==> src/rtl/spi_multi_initiator.sv <==
// -----------------------------------------------------------------------------
// spi_multi_initiator
//
// Purpose:
//    SPI initiator with a small command FIFO. Each FIFO entry {sel, data} becomes
//    one frame: SETUP (1 tick), SHIFT (2*DATA_WIDTH ticks, sclk toggling on every
//    tick), HOLD (CS_N_HOLD_COUNT ticks), then GAP (MIN_GAP clk cycles) with all
//    chip selects high. One tick is SCLK_DIVIDER clk cycles. SPI mode {CPOL,CPHA}
//    is latched at frame start. The MISO word is presented on rdata/rsel with a
//    one-cycle rvalid strobe when the frame ends.
//
// Ports:
//    clk       system clock
//    rst       asynchronous reset, active high
//    wdata     frame payload to push (MSB sent first)
//    wsel      chip-select index for the pushed frame
//    we        push strobe, accepted only while full=0
//    full      FIFO full (registered)
//    overflow  high in the cycle a push is attempted while full
//    mode      {CPOL,CPHA}, sampled when a frame starts
//    busy      high from FIFO pop until the inter-frame gap ends
//    miso      serial data from target
//    rdata     captured MISO word
//    rsel      chip-select index of the captured word
//    rvalid    one-cycle pulse when rdata/rsel update
//    sclk      SPI clock
//    cs_n      active-low chip selects, at most one low
//    mosi      serial data to target
// -----------------------------------------------------------------------------
module spi_multi_initiator #(
   parameter int DATA_WIDTH      = 16,
   parameter int NUM_CS          = 2,
   parameter int SEL_W           = 1,
   parameter int SCLK_DIVIDER    = 8,
   parameter int FIFO_DEPTH      = 4,
   parameter int CS_N_HOLD_COUNT = 3,
   parameter int MIN_GAP         = 4
) (
   input  logic                  clk,
   input  logic                  rst,
   input  logic [DATA_WIDTH-1:0] wdata,
   input  logic [SEL_W-1:0]      wsel,
   input  logic                  we,
   output logic                  full,
   output logic                  overflow,
   input  logic [1:0]            mode,
   output logic                  busy,
   input  logic                  miso,
   output logic [DATA_WIDTH-1:0] rdata,
   output logic [SEL_W-1:0]      rsel,
   output logic                  rvalid,
   output logic                  sclk,
   output logic [NUM_CS-1:0]     cs_n,
   output logic                  mosi
);

   localparam int PTR_W   = (FIFO_DEPTH > 1) ? $clog2(FIFO_DEPTH) : 1;
   localparam int CNT_W   = PTR_W + 1;
   localparam int ENTRY_W = SEL_W + DATA_WIDTH;
   localparam int STEP_W  = 12;

   localparam logic [7:0]        DIV_LAST  = 8'(SCLK_DIVIDER - 1);
   localparam logic [STEP_W-1:0] EDGE_LAST = STEP_W'(2 * DATA_WIDTH - 1);
   localparam logic [STEP_W-1:0] HOLD_LAST = STEP_W'(CS_N_HOLD_COUNT - 1);
   localparam logic [STEP_W-1:0] GAP_LAST  = STEP_W'(MIN_GAP - 1);
   localparam logic [CNT_W-1:0]  CNT_FULL  = CNT_W'(FIFO_DEPTH);

   typedef enum logic [2:0] {S_IDLE, S_SETUP, S_SHIFT, S_HOLD, S_GAP} state_t;

   // ---------------- command FIFO ----------------
   logic [ENTRY_W-1:0]    fifo_mem [FIFO_DEPTH];
   logic [PTR_W-1:0]      wr_ptr_q, rd_ptr_q;
   logic [CNT_W-1:0]      count_q, count_d;
   logic                  full_q;
   logic                  push, pop;
   logic [ENTRY_W-1:0]    head;
   logic [SEL_W-1:0]      head_sel;
   logic [DATA_WIDTH-1:0] head_data;
   logic [NUM_CS-1:0]     cs_dec;

   state_t                state_q;

   // A push while full is dropped regardless of a simultaneous pop.
   assign push      = we && !full_q;
   assign pop       = (state_q == S_IDLE) && (count_q != '0);
   assign head      = fifo_mem[rd_ptr_q];
   assign head_sel  = head[ENTRY_W-1 -: SEL_W];
   assign head_data = head[DATA_WIDTH-1:0];
   assign overflow  = we && full_q;

   // Out-of-range selects decode to no active line: the frame still runs.
   for (genvar gi = 0; gi < NUM_CS; gi++) begin : g_cs_dec
      assign cs_dec[gi] = (head_sel == SEL_W'(gi));
   end

   always_comb begin
      count_d = count_q;
      case ({push, pop})
         2'b10:   count_d = count_q + CNT_W'(1);
         2'b01:   count_d = count_q - CNT_W'(1);
         default: count_d = count_q;
      endcase
   end

   always_ff @(posedge clk) begin
      if (push) fifo_mem[wr_ptr_q] <= {wsel, wdata};
   end

   always_ff @(posedge clk or posedge rst) begin
      if (rst) begin
         wr_ptr_q <= '0;
         rd_ptr_q <= '0;
         count_q  <= '0;
         full_q   <= 1'b0;
      end else begin
         if (push) wr_ptr_q <= wr_ptr_q + PTR_W'(1);
         if (pop)  rd_ptr_q <= rd_ptr_q + PTR_W'(1);
         count_q <= count_d;
         full_q  <= (count_d == CNT_FULL);
      end
   end

   // ---------------- frame engine ----------------
   logic [7:0]            div_q;
   logic [STEP_W-1:0]     step_q;   // edge index in SHIFT, tick index in HOLD, cycle index in GAP
   logic                  cpol_q, cpha_q;
   logic [SEL_W-1:0]      sel_q;
   logic [DATA_WIDTH-1:0] tx_q, rx_q;
   logic                  sclk_q, mosi_q, busy_q, rvalid_q;
   logic [NUM_CS-1:0]     cs_n_q;
   logic [DATA_WIDTH-1:0] rdata_q;
   logic [SEL_W-1:0]      rsel_q;
   logic                  tick, sample_edge, shift_edge;

   assign tick        = (div_q == DIV_LAST);
   // Even edge indices are leading edges. CPHA=0 samples on leading edges,
   // CPHA=1 on trailing; the other edge shifts, except the very last one.
   assign sample_edge = (step_q[0] == cpha_q);
   assign shift_edge  = (step_q[0] != cpha_q) && (step_q != EDGE_LAST);

   always_ff @(posedge clk or posedge rst) begin
      if (rst) begin
         state_q  <= S_IDLE;
         div_q    <= '0;
         step_q   <= '0;
         cpol_q   <= 1'b0;
         cpha_q   <= 1'b0;
         sel_q    <= '0;
         tx_q     <= '0;
         rx_q     <= '0;
         sclk_q   <= 1'b0;
         mosi_q   <= 1'b0;
         busy_q   <= 1'b0;
         cs_n_q   <= '1;
         rdata_q  <= '0;
         rsel_q   <= '0;
         rvalid_q <= 1'b0;
      end else begin
         rvalid_q <= 1'b0;
         case (state_q)
            S_IDLE: begin
               sclk_q <= mode[1];
               if (pop) begin
                  state_q <= S_SETUP;
                  div_q   <= '0;
                  cpol_q  <= mode[1];
                  cpha_q  <= mode[0];
                  sel_q   <= head_sel;
                  cs_n_q  <= ~cs_dec;
                  busy_q  <= 1'b1;
                  if (!mode[0]) begin
                     // CPHA=0: MSB must be valid before the first (sampling) edge.
                     mosi_q <= head_data[DATA_WIDTH-1];
                     tx_q   <= {head_data[DATA_WIDTH-2:0], 1'b0};
                  end else begin
                     tx_q   <= head_data;
                  end
               end
            end
            S_SETUP: begin
               if (tick) begin
                  state_q <= S_SHIFT;
                  div_q   <= '0;
                  step_q  <= '0;
               end else begin
                  div_q <= div_q + 8'd1;
               end
            end
            S_SHIFT: begin
               if (tick) begin
                  div_q  <= '0;
                  sclk_q <= ~sclk_q;
                  if (sample_edge) rx_q <= {rx_q[DATA_WIDTH-2:0], miso};
                  if (shift_edge) begin
                     mosi_q <= tx_q[DATA_WIDTH-1];
                     tx_q   <= {tx_q[DATA_WIDTH-2:0], 1'b0};
                  end
                  if (step_q == EDGE_LAST) begin
                     state_q <= S_HOLD;
                     step_q  <= '0;
                  end else begin
                     step_q <= step_q + STEP_W'(1);
                  end
               end else begin
                  div_q <= div_q + 8'd1;
               end
            end
            S_HOLD: begin
               if (tick) begin
                  div_q <= '0;
                  if (step_q == HOLD_LAST) begin
                     state_q  <= S_GAP;
                     step_q   <= '0;
                     cs_n_q   <= '1;
                     rdata_q  <= rx_q;
                     rsel_q   <= sel_q;
                     rvalid_q <= 1'b1;
                  end else begin
                     step_q <= step_q + STEP_W'(1);
                  end
               end else begin
                  div_q <= div_q + 8'd1;
               end
            end
            S_GAP: begin
               sclk_q <= mode[1];
               if (step_q == GAP_LAST) begin
                  state_q <= S_IDLE;
                  busy_q  <= 1'b0;
               end else begin
                  step_q <= step_q + STEP_W'(1);
               end
            end
            default: state_q <= S_IDLE;
         endcase
      end
   end

   assign full   = full_q;
   assign busy   = busy_q;
   assign rdata  = rdata_q;
   assign rsel   = rsel_q;
   assign rvalid = rvalid_q;
   assign sclk   = sclk_q;
   assign cs_n   = cs_n_q;
   assign mosi   = mosi_q;

endmodule

==> config.mk <==
export PLATFORM = sky130hd
export DESIGN_NAME = spi_multi_initiator
export DESIGN_NICKNAME = d
export VERILOG_FILES = /design/src/rtl/spi_multi_initiator.sv
export SDC_FILE = /design/constraint.sdc
export NUM_CORES = 1
export LEC_CHECK = 0
export ABC_AREA = 1
export BUFFER_PORTS_ARGS = -buffer_cell sky130_fd_sc_hd__buf_2
export CORE_ASPECT_RATIO = 2
export CORE_UTILIZATION = 50
export CTS_CLUSTER_SIZE = 10
export DETAILED_ROUTE_END_ITERATION = 8
export GPL_TIMING_DRIVEN = 1
export PLACE_DENSITY = 0.68
export SETUP_SLACK_MARGIN = 0.2
export SLEW_MARGIN = 0
export SYNTH_ARGS = -nofsm -noshare
export SYNTH_HDL_FRONTEND = slang
export SYNTH_SLANG_ARGS = --single-unit
==> constraint.sdc <==
create_clock -name clk -period 5.9 [get_ports clk]
set_input_delay 0.59 -clock clk [delete_from_list [all_inputs] [get_ports clk]]
set_output_delay 0.59 -clock clk [all_outputs]
set_load 0.02 [all_outputs]
Word-level counts from Yosys, hierarchy flattened. Memories as Yosys holds them, arrays and structs flattened. Index checks and enable logic that the tools add are counted.

Memories kept: 1. Bits of input ports: 23. RAM bits: 68. Logic and storage cells: 121. Bits in registers: 88. Output and inout port bits: 25.

Memories: fifo_mem (depth 4, bits a word 17, read ports 1, clocked after Yosys merged registers in 0, wr ports 1, line 71) `logic [ENTRY_W-1:0] fifo_mem [FIFO_DEPTH];`.

Multiplexer cells: 43. Eq/ne operators: 24. Bitwise logic cells: 3. Add/subtract/negate cells: 6. Reductions and logical operators: 26.

Operators with widths (count): $mux 12 (6); $mux 16 (4); $pmux 12 s4 (1); $pmux 16 s2 (1); $eq 12x2->1 const B (2); $mux 3 (7); $ne 2x2->1 const B (10); $mux 8 (2); $pmux 8 s2 (1); $pmux 3 s5 (1); $add 12x1->12 const B (1); $eq 12x5->1 const B (1); $mux 1 (12); $ne 12x5->1 const B (1); $reduce_and 5->1 (2); $reduce_bool 2->1 (5); $reduce_and 3->1 (3); $add 8x1->8 const B (1); $eq 8x3->1 const B (1); $reduce_and 4->1 (2); $reduce_and 7->1 (1); $eq 3x2->1 const B (2); $eq 3x3->1 const B (2); $mux 2 (3); 21 further kinds (30).

Longest topological paths before layout. Gate-level depths: netlist (run 1).

Depth in word-level cells: 5. Gate-level depth with buffers: 13. Mapped depth without buffers: 12.

Least setup slack after synthesis (run 1). No wires, ideal clock.

Path kind: reg2reg. Start point: reg state_q[0]. End point: reg full_q (netlist: full). Setup time: 0.127 ns. Period minus slack after synthesis: 2.204 ns. Cell stages (with the launch flop): 14. Setup slack: 3.696 ns. Data arrival time: 2.077 ns. Cells stage by stage: dfrtp_1 > nor2_1 > nand2_1 > inv_1 > nand2_1 > buf_2 > inv_1 > ha_1 > inv_1 > fa_1 > a21oi_1 > o21ai_0 > xor2_1 > nor3b_1.

Longest elaborated chain between the ends: 5. Elaborated cells on any way between the ends: 6. Those cells by class: eq/ne (3); mux (1); reduce/logical (2).

Ends and longest elaborated chain: from (decl) (line 81) `state_t state_q;`; from (signal assigned) (line 143) `state_q <= S_IDLE;`; from (signal assigned) (line 164) `state_q <= S_SETUP;`; from (signal assigned) (line 182) `state_q <= S_SHIFT;`; $logic_not 3->1 (*) (line 85) `assign pop = (state_q == S_IDLE) && (count_q != '0);`; $logic_and 1x1->1 (*) (line 85); net pop (line 75) `logic push, pop;`; $eq 2x1->1 / $eq 2x2->1 (equally long branches) (line 98) `case ({push, pop})`; $pmux 3 s2 (*) (line 98); net count_d[2] (line 73) `logic [CNT_W-1:0] count_q, count_d;`; $eq 3x3->1 (*) (line 119) `full_q <= (count_d == CNT_FULL);`; to (signal assigned) (line 119); to (decl) (line 74) `logic full_q;`.

The timed path passes the listed nets; every way through them passes the cells marked *. A chain may end at the register's enable or synchronous reset.

Worst setup path in the final report (run 1).
Start point: reg rd_ptr_q[0]. End point: reg tx_q[14].

Longest elaborated chain between the ends: 4.

Ends and longest elaborated chain: from (decl) (line 72) `logic [PTR_W-1:0] wr_ptr_q, rd_ptr_q;`; from (signal assigned) (line 117) `if (pop) rd_ptr_q <= rd_ptr_q + PTR_W'(1);`; $mem_v2 4x17; $mux 16 (line 171) `if (!mode[0]) begin`; $mux 16 (line 163) `if (pop) begin`; $pmux 16 s2 (line 160) `case (state_q)`; to (signal assigned) (line 174) `tx_q <= {head_data[DATA_WIDTH-2:0], 1'b0};`; to (signal assigned) (line 176) `tx_q <= head_data;`; to (signal assigned) (line 196) `tx_q <= {tx_q[DATA_WIDTH-2:0], 1'b0};`; to (decl) (line 128) `logic [DATA_WIDTH-1:0] tx_q, rx_q;`.

Every way passes these cells. The select of a mux whose other input is x is not followed.

==> results.sh, run 1 <==
export IMPL_status="complete, no violations"
export IMPL_avgViaCountPerCell=5.26
export IMPL_rr_startpoint="rd_ptr_q[0]$_DFFE_PP0P_"
export IMPL_area_delta_synth_final_pct=13.0
export IMPL_vias=5379
export IMPL_synth_ff_type="dfrtp_1"
export IMPL_critPathArrivalTime_ns=3.53
export IMPL_die_w_um=86.4
export IMPL_cp_required_ns=6.21
export IMPL_clkTransAtPathRegs_ns=0.07
export IMPL_grt_pass1_wl_um=25600
export IMPL_criticalPathCategory="reg2reg"
export IMPL_dieHeight_um=171
export IMPL_n_fill_cell=1244
export IMPL_worstReg2RegEnd="tx_q[14]$_DFFE_PP0P_"
export IMPL_hpwl_um=10700
export IMPL_fin_crit_ns=3.23
export IMPL_cts_setup_buffers=0
export IMPL_nets=853
export IMPL_grt_pass1_vias=5449
export IMPL_p_leak_nw=3.68
export IMPL_cts_buffers_inserted=17
export IMPL_cp_max_fo=36
export IMPL_r2r_cells=7
export IMPL_hold_viol_final=0
export IMPL_critPathTopFamily="buffers and inverters"
export IMPL_ys_seq_area_frac=0.596
export IMPL_cts_root_buf="clkbuf_16"
export IMPL_setup_tns_ns=0
export IMPL_antenna_found_initial=0
export IMPL_final_cells=1023
export IMPL_wl_per_cell_um=15.1
export IMPL_synth_distinct_cells=38
export IMPL_grt_start_max_net_pins=76
export IMPL_clock_sinks=156
export IMPL_ys_warn_count=0
export IMPL_syn_inst=776
export IMPL_pre_cts_slack_ns=2.80
export IMPL_post_synth_top_area_cell="dfrtp_1"
export IMPL_crit_buf_inv=1
export IMPL_period_share=0.547
export IMPL_grt_overflow=0
export IMPL_syn_area_per_cell_um2=9.18
export IMPL_cts_tree="built"
export IMPL_ios=48
export IMPL_drc_errors=0
export IMPL_dieArea_mm2=0.0148
export IMPL_synth_edf_count=68
export IMPL_grt_use_total=0.227
export IMPL_synth_top_area_frac=0.302
export IMPL_ir_drop_uv=193
export IMPL_ctsResizeCount=0
export IMPL_dpl_cell_count=991
export IMPL_n_antenna_cell=0
export IMPL_maxCapViolCount=0
export IMPL_tightest_slew_ns=1.04
export IMPL_whs_ns=0.0781
export IMPL_total_power_mw=2.61
export IMPL_fp_row_count=61
export IMPL_drt_iter0_drc=303
export IMPL_ys_async_sr_fraction=0.564
export IMPL_ant_nets=0
export IMPL_gp_congestion=0.887
export IMPL_numPortBuffers=47
export IMPL_drt_total_wl_um=15400
export IMPL_cp_slowest_stage_delay_ns=1.07
export IMPL_clock_latency_ns=0.42
export IMPL_hold_path_class="in2async"
export IMPL_cp_cell_sequence="clkinv_1 > o21ai_0 > o22ai_1 > nand2_1 > nand3_1 > nand2_1 > nand2_1"
export IMPL_h_tree_depth=4
export IMPL_slowest_stage="clkinv_1"
export IMPL_skew_ns=0.0133
export IMPL_synth_seq_cells=156
export IMPL_r2r_slack_ns=2.67
export IMPL_worstSetupStartpointType="register"
export IMPL_cp_num_cells=7
export IMPL_fmax_mhz=310
export IMPL_hold_buffers=0
export IMPL_dr_pass1_iters=5
export IMPL_setup_viol=0
export IMPL_clock_path_buffers=2
export IMPL_synth_area_leaders="dfrtp_1 30%, edfxtp_1 29%, nand2_1 13%"
export IMPL_worst_path_most_repeated_cell="nand2_1"
export IMPL_worst_slack_ns=2.67
export IMPL_slew_headroom=0.302
export IMPL_initial_utilization=0.513
export IMPL_powerDensity_mw_per_mm2=324
export IMPL_end_kind="register"
export IMPL_rsz0062_at_grt="false"
export IMPL_synth_nets=808
export IMPL_core_area_mm2=0.0139
export IMPL_synth_cell_area_mm2=0.00712
export IMPL_slew_viol_final=0
export IMPL_drive_gt1_frac=0.129
## metal layers
layer  vias to the layer above  GRT usage  share of wire
met5                         -          0              0
met4                         0      0.137          0.042
met3                        47     0.0381          0.032
met2                       149      0.409           0.55
met1                      2559      0.242           0.38
li1                       2624          -              -
## synth_stat cells (all sizes together), types with 5 or more instances
library cell  number
nand2            255
dfrtp             86
o21ai             73
inv               70
edfxtp            68
nor2              68
nand3             59
buf               21
a21oi             10
o22ai             10
xor2              10
ha                 8
clkbuf             6
nand4              5
## how the worst max path moves through the flow
stage                             from              endpoint
2_1_floorplan                      rst      busy$_DFFE_PP0P_
3_3_place_gp   rd_ptr_q[0]$_DFFE_PP0P_   tx_q[4]$_DFFE_PP0P_
3_5_place_dp   rd_ptr_q[0]$_DFFE_PP0P_  tx_q[14]$_DFFE_PP0P_
4_1_cts        rd_ptr_q[0]$_DFFE_PP0P_  tx_q[13]$_DFFE_PP0P_
5_1_grt        rd_ptr_q[0]$_DFFE_PP0P_  tx_q[14]$_DFFE_PP0P_
6_report       rd_ptr_q[0]$_DFFE_PP0P_  tx_q[14]$_DFFE_PP0P_
## area by class of cell
class | instances | area, um^2 | area share
inverter | 73 | 277 | 0.0344
timing repair buffer | 53 | 280 | 0.0348
clock inverter | 13 | 128 | 0.0159
multi-input combinational | 520 | 2440 | 0.303
clock buffer | 19 | 438 | 0.0544
sequential | 156 | 4250 | 0.528
tap | 189 | 236 | 0.0294
## power breakdown
group          switching (mW)  total (mW)  internal (mW)
Sequential             0.0435        1.31           1.27
Combinational           0.165       0.242         0.0779
Clock                   0.459        1.06          0.598
## layout by cell type (no fill, tap or decap), drive strengths merged
cell and instances:
o21bai 1, xor2 10, o211ai 2, clkinv 5
inv 78, nand3 59, o21ai 73, edfxtp 68
buf 53, xnor2 2, a31oi 3, ha 8
nor2 68, dfstp 2, nand3b 2, dfrtp 86
clkbuf 19, o22ai 10, fa 1, nand2 255
bufinv 1, clkinvlp 2, or2 3, nor3 3
o2bb2ai 3, nand4 5, o31ai 1, a21oi 10
nor3b 1
## kinds of logic (layout without fill, tap and decap cells)
| family | count (synthesis) | after routing | synth area share |
|---|---|---|---|
| buf+inv | 100 | 158 | 0.0610 |
| xor+xnor | 12 | 12 | 0.0148 |
| compound gates | 103 | 103 | 0.0845 |
| flops | 156 | 156 | 0.596 |
| simple gates | 396 | 396 | 0.226 |
| fa+ha+maj | 9 | 9 | 0.0169 |
## flip-flops by register name, indices dropped and copies added, names as in the netlist, 3 cells and up
name      cells
fifo_mem     68
rdata        16
rx_q         16
tx_q         16
step_q       12
div_q         8
count_q       3
state_q       3
## through the flow
| step | utilization | cell area (um^2) |
|---|---|---|
| after floorplan | - | 7120 |
| after global placement | 0.538 | 7480 |
| after detailed placement | 0.538 | 7480 |
| after CTS | 0.579 | 8050 |
| after global routing | 0.579 | 8050 |
| final | 0.579 | 8050 |
No activity file was read; power rests on OpenSTA's default activity.
==> run 2: changes to the inputs <==
Clock period 5.9 ns to 3.3 ns, I/O delays scaled along.
==> results.sh, run 2 (same netlist as run 1, synthesis figures left out) <==
export IMPL_slew_viol_final=0
export IMPL_ant_nets=0
export IMPL_n_fill_cell=1246
export IMPL_rr_startpoint="state_q[1]$_DFFE_PP0P_"
export IMPL_r2r_slack_ns=1.06
export IMPL_dieArea_mm2=0.0148
export IMPL_end_kind="register"
export IMPL_worstReg2RegEnd="full$_DFF_PP0_"
export IMPL_die_w_um=86.4
export IMPL_grt_pass1_vias=5569
export IMPL_dr_pass1_iters=5
export IMPL_dieHeight_um=171
export IMPL_fin_crit_ns=2.24
export IMPL_ir_drop_uv=402
export IMPL_largest_register="fifo_mem"
export IMPL_n_antenna_cell=0
export IMPL_area_delta_synth_final_pct=14.2
export IMPL_drt_total_wl_um=15100
export IMPL_critPathArrivalTime_ns=2.59
export IMPL_fmax_mhz=446
export IMPL_tightest_slew_ns=1.06
export IMPL_h_tree_depth=4
export IMPL_p_leak_nw=3.72
export IMPL_fp_row_count=61
export IMPL_vias=5354
export IMPL_ctsResizeCount=0
export IMPL_grt_use_total=0.224
export IMPL_clock_latency_ns=0.43
export IMPL_cp_max_fo=6
export IMPL_ios=48
export IMPL_period_share=0.679
export IMPL_clock_sinks=156
export IMPL_grt_start_max_net_pins=53
export IMPL_setup_viol=0
export IMPL_cts_tree="built"
export IMPL_grt_overflow=0
export IMPL_antenna_found_initial=0
export IMPL_setup_tns_ns=0
export IMPL_maxCapViolCount=0
export IMPL_r2r_cells=12
export IMPL_largest_register_ffs=68
export IMPL_core_area_mm2=0.0139
export IMPL_drive_gt1_frac=0.135
export IMPL_nets=858
export IMPL_cp_required_ns=3.64
export IMPL_gp_congestion=0.849
export IMPL_grtUsageMet2=0.428
export IMPL_status="complete, no violations"
export IMPL_hold_buffers=0
export IMPL_use_met3=0.0386
export IMPL_wl_per_cell_um=14.7
export IMPL_hpwl_um=10500
export IMPL_cts_buffers_inserted=17
export IMPL_avgViaCountPerCell=5.21
export IMPL_clkTransAtPathRegs_ns=0.07
export IMPL_clock_path_buffers=2
export IMPL_powerDensity_mw_per_mm2=579
export IMPL_grt_util_met1=0.221
export IMPL_layout_commonest_cell="nand2_1"
export IMPL_drc_errors=0
export IMPL_slew_headroom=0.291
export IMPL_busiest_layer="met2"
export IMPL_grt_pass1_wl_um=25300
export IMPL_whs_ns=0.0815
export IMPL_rsz0062_at_grt="false"
export IMPL_drt_iter0_drc=344
export IMPL_numPortBuffers=47
export IMPL_cts_root_buf="clkbuf_16"
export IMPL_cts_setup_buffers=0
export IMPL_hold_viol_final=0
export IMPL_worstSetupStartpointType="register"
export IMPL_fin_util=0.585
export IMPL_mostFrequentLayoutCells="253 x nand2_1, 86 x dfrtp_1, 68 x inv_1, 68 x edfxtp_1, 65 x nor2_1"
export IMPL_criticalPathCategory="reg2reg"
export IMPL_hold_path_class="in2async"
export IMPL_final_cells=1028
export IMPL_dpl_cell_count=996
export IMPL_initial_utilization=0.513
export IMPL_skew_ns=0.0165
[run 2: cell count changes in the layout (fill, tap and decap cells not counted), sizes merged]
cell / previous run / this run
clkbuf: 19 / 17
inv: 78 / 76
clkinv: 5 / 10
bufinv: 1 / 0
buf: 53 / 58
[run 2: per-stage QoR]
| step | cell area (um^2) | setup WS, ns | power [mW] |
|---|---|---|---|
| floorplan | 7120 | 0.695 | 2.64 |
| global placement | 7530 | 1.10 | 2.78 |
| detailed placement | 7530 | 1.04 | 2.81 |
| CTS | 8130 | 1.04 | 4.75 |
| global route | 8130 | 0.798 | 4.90 |
| finish | 8130 | 1.06 | 4.71 |
[run 2: worst max-delay path: stages, from the launching register on]
cell,delay (ns)
dfrtp_1,0.44
nor2_1,0.17
nand2_1,0.09
inv_1,0.09
nand2_1,0.07
inv_1,0.09
ha_1,0.16
inv_1,0.07
fa_1,0.38
a21oi_1,0.14
o21ai_0,0.10
xor2_1,0.17
nor3b_1,0.19
[run 2: area by class of cell]
cell class	instances	area, um^2	share of cell area
Tap cell	189	236	0.0291
Sequential cell	156	4250	0.522
Inverter	73	277	0.0340
Clock inverter	15	176	0.0217
Clock buffer	17	425	0.0523
Timing Repair Buffer	58	330	0.0406
Multi-Input combinational cell	520	2440	0.300
[run 2: worst max path at each step]
stage | startpoint | end | slack, ns
global placement | state_q[1]$_DFFE_PP0P_ | full$_DFF_PP0_ | 1.10
detailed placement | state_q[1]$_DFFE_PP0P_ | full$_DFF_PP0_ | 1.04
CTS | state_q[1]$_DFFE_PP0P_ | full$_DFF_PP0_ | 1.04
finish | state_q[1]$_DFFE_PP0P_ | full$_DFF_PP0_ | 1.06
floorplan | rst | busy$_DFFE_PP0P_ | 0.69
global route | state_q[1]$_DFFE_PP0P_ | full$_DFF_PP0_ | 0.80
[run 2: per-layer routing]
layer | vias to the layer above | wire, um
li1 | 2637 | -
met1 | 2534 | 5710
met4 | 0 | 470
met3 | 38 | 512
met5 | - | 0
met2 | 145 | 8390
[run 2: where the power goes]
| part | total (mW) | leakage [nW] | internal (mW) | switching, mW |
|---|---|---|---|---|
| Sequential | 2.33 | 1.78 | 2.26 | 0.0664 |
| Clock | 1.95 | 0.288 | 1.02 | 0.925 |
| Combinational | 0.431 | 1.66 | 0.139 | 0.292 |
| Total | 4.71 | 3.72 | 3.42 | 1.28 |
==> run 3: changes to the inputs <==
Settings changed: ABC_AREA 1 to 0.
Clock period 3.3 ns to 2.26 ns, I/O delays scaled along.
==> results.sh, run 3 <==
export IMPL_fp_row_count=60
export IMPL_h_tree_depth=4
export IMPL_area_delta_synth_final_pct=26.3
export IMPL_setup_viol=0
export IMPL_ys_async_sr_fraction=0.564
export IMPL_vias=4286
export IMPL_r2r_slack_ns=0.03
export IMPL_skew_ns=0.0128
export IMPL_cp_max_fo=2
export IMPL_clock_path_buffers=2
export IMPL_fin_util=0.645
export IMPL_critPathArrivalTime_ns=2.59
export IMPL_worstSetupStartpointType="register"
export IMPL_cts_buffers_inserted=17
export IMPL_antenna_found_initial=0
export IMPL_synth_common_cells="86 x dfrtp_1, 68 x edfxtp_1, 44 x nand2_1"
export IMPL_largest_register="fifo_mem"
export IMPL_mostFrequentLayoutCells="82 x dfrtp_1, 68 x edfxtp_1, 47 x buf_2, 47 x buf_4, 43 x nand2_1"
export IMPL_dieArea_mm2=0.0141
export IMPL_pre_cts_slack_ns=-0.00867
export IMPL_wl_met2_um=8180
export IMPL_cts_tree="built"
export IMPL_synth_nets=509
export IMPL_p_leak_nw=3.65
export IMPL_die_w_um=84.6
export IMPL_grt_use_total=0.214
export IMPL_synth_seq_cells=156
export IMPL_synth_ff_type="dfrtp_1"
export IMPL_total_power_mw=10.6
export IMPL_grt_pass1_wl_um=23200
export IMPL_whs_ns=0.0138
export IMPL_clkTransAtPathRegs_ns=0.07
export IMPL_status="complete, no violations"
export IMPL_nets=616
export IMPL_initial_utilization=0.510
export IMPL_grt_pass1_vias=4714
export IMPL_cts_root_buf="clkbuf_16"
export IMPL_setup_tns_ns=0
export IMPL_synth_top_area_frac=0.315
export IMPL_ys_seq_area_frac=0.623
export IMPL_dieHeight_um=167
export IMPL_period_share=0.985
export IMPL_hpwl_um=9500
export IMPL_syn_area_per_cell_um2=14.3
export IMPL_n_antenna_cell=0
export IMPL_synth_cell_area_mm2=0.00682
export IMPL_wl_per_cell_um=18.7
export IMPL_ios=48
export IMPL_hold_viol_final=0
export IMPL_drt_total_wl_um=14100
export IMPL_dpl_cell_count=698
export IMPL_slew_viol_final=0
export IMPL_clock_sinks=156
export IMPL_ys_warn_count=0
export IMPL_grt_overflow=0
export IMPL_criticalPathCategory="reg2reg"
export IMPL_maxCapViolCount=0
export IMPL_hold_path_class="in2reg"
export IMPL_syn_inst=477
export IMPL_drt_iter0_drc=221
export IMPL_largest_register_ffs=68
export IMPL_core_area_mm2=0.0134
export IMPL_cp_required_ns=2.62
export IMPL_slew_headroom=0.504
export IMPL_ant_nets=0
export IMPL_multiInputGateArea_mm2=0.00272
export IMPL_drc_errors=0
export IMPL_layout_commonest_cell="dfrtp_1"
export IMPL_synth_distinct_cells=60
export IMPL_tightest_slew_ns=0.743
export IMPL_numPortBuffers=47
export IMPL_seqCellArea_mm2=0.00425
export IMPL_ir_drop_uv=816
export IMPL_avgViaCountPerCell=5.70
export IMPL_drive_gt1_frac=0.419
export IMPL_final_cells=752
export IMPL_fmax_mhz=449
export IMPL_grt_start_max_net_pins=48
export IMPL_rsz0062_at_grt="true"
export IMPL_powerDensity_mw_per_mm2=1230
export IMPL_synth_most_common_cell="dfrtp_1"
export IMPL_worst_slack_ns=0.0329
export IMPL_post_synth_top_area_cell="dfrtp_1"
export IMPL_wl_met1_um=4980
export IMPL_synth_edf_count=68
export IMPL_top_layer="met4"
export IMPL_placed_area_mm2=0.00755
export IMPL_final_area_mm2=0.00862
export IMPL_clock_latency_ns=0.42
export IMPL_synth_area_leaders="dfrtp_1 32%, edfxtp_1 30%, mux2_2 6.4%"
export IMPL_dr_pass1_iters=6
export IMPL_gp_congestion=0.885
export IMPL_fin_crit_ns=2.23
export IMPL_routed_wl_met3_um=380
export IMPL_end_kind="register"
export IMPL_n_fill_cell=1009
## run 3: cell types whose count changed in the layout (fill, tap and decap cells not counted), moves of 12 or more
cell     before  now
nor2_1       65   14
mux2_2        0   22
mux4_2        0   17
buf_4        10   47
nand2_1     253   43
mux2_4        0   29
o21ai_1      22    1
inv_1        68    6
o21ai_0      41   29
mux2i_1       0   18
nand3_1      59    9
## run 3: layer usage
metal  track usage  vias up
met2         0.410       94
li1              -     1981
met5             0        -
met1         0.211     2179
met4         0.111        0
met3        0.0434       32
## run 3: cell type report
| class | instances | share of cell area |
|---|---|---|
| tap | 155 | 0.0225 |
| inverter | 11 | 0.00552 |
| multi-input combinational | 291 | 0.315 |
| timing repair buffer | 107 | 0.0937 |
| clock inverter | 14 | 0.0200 |
| clock buffer | 18 | 0.0498 |
| sequential | 156 | 0.493 |
## run 3: cells by family after synthesis
group	share of synthesized area
xor+xnor	0.0193
simple gates	0.0890
buf+inv	0.0209
mux	0.172
compound gates	0.0585
flops	0.623
fa+ha+maj	0.0176
## run 3: final timing paths
| kind | end | start | cells past startpoint |
|---|---|---|---|
| setup / recovery | count_q[2]$_DFF_PP0_ | state_q[1]$_DFFE_PP0P_ | 12 |
| hold / removal | fifo_mem[1][8]$_DFFE_PP_ | wdata[8] | 1 |
| setup reg to reg | count_q[2]$_DFF_PP0_ | state_q[1]$_DFFE_PP0P_ | 12 |
| hold reg to reg | sel_q$_DFFE_PP0P_ | sel_q$_DFFE_PP0P_ | 2 |
| max in group asynchronous | step_q[10]$_DFFE_PP0P_ | rst | 4 |
| min in group asynchronous | cpha_q$_DFFE_PP0P_ | rst | 3 |
## run 3: worst max-delay path, cell delays in order, from the launching register on
cell and delay [ns]:
dfrtp_1 0.41, nor2_4 0.13, inv_2 0.04, or3_4 0.34, inv_4 0.07, ha_4 0.12, inv_2 0.03, fa_2 0.32
xor2_1 0.15, nor2_1 0.14, xor2_1 0.19, buf_4 0.14, buf_6 0.08
## run 3: repair_timing
action	in CTS	in global routing
cloned	1	1
hold endpoints to repair	31	0
setup buffers	7	12
hold buffers	1	0
resized for setup	22	34
setup endpoints to repair	31	45
pin swaps	5	15
## run 3: power by group
part	internal [mW]	switching (mW)	leakage, nW	total (mW)
logic	1.90	1.88	1.59	3.79
clock network	1.68	1.23	0.292	2.91
registers	3.59	0.293	1.77	3.89
total	7.18	3.41	3.65	10.6
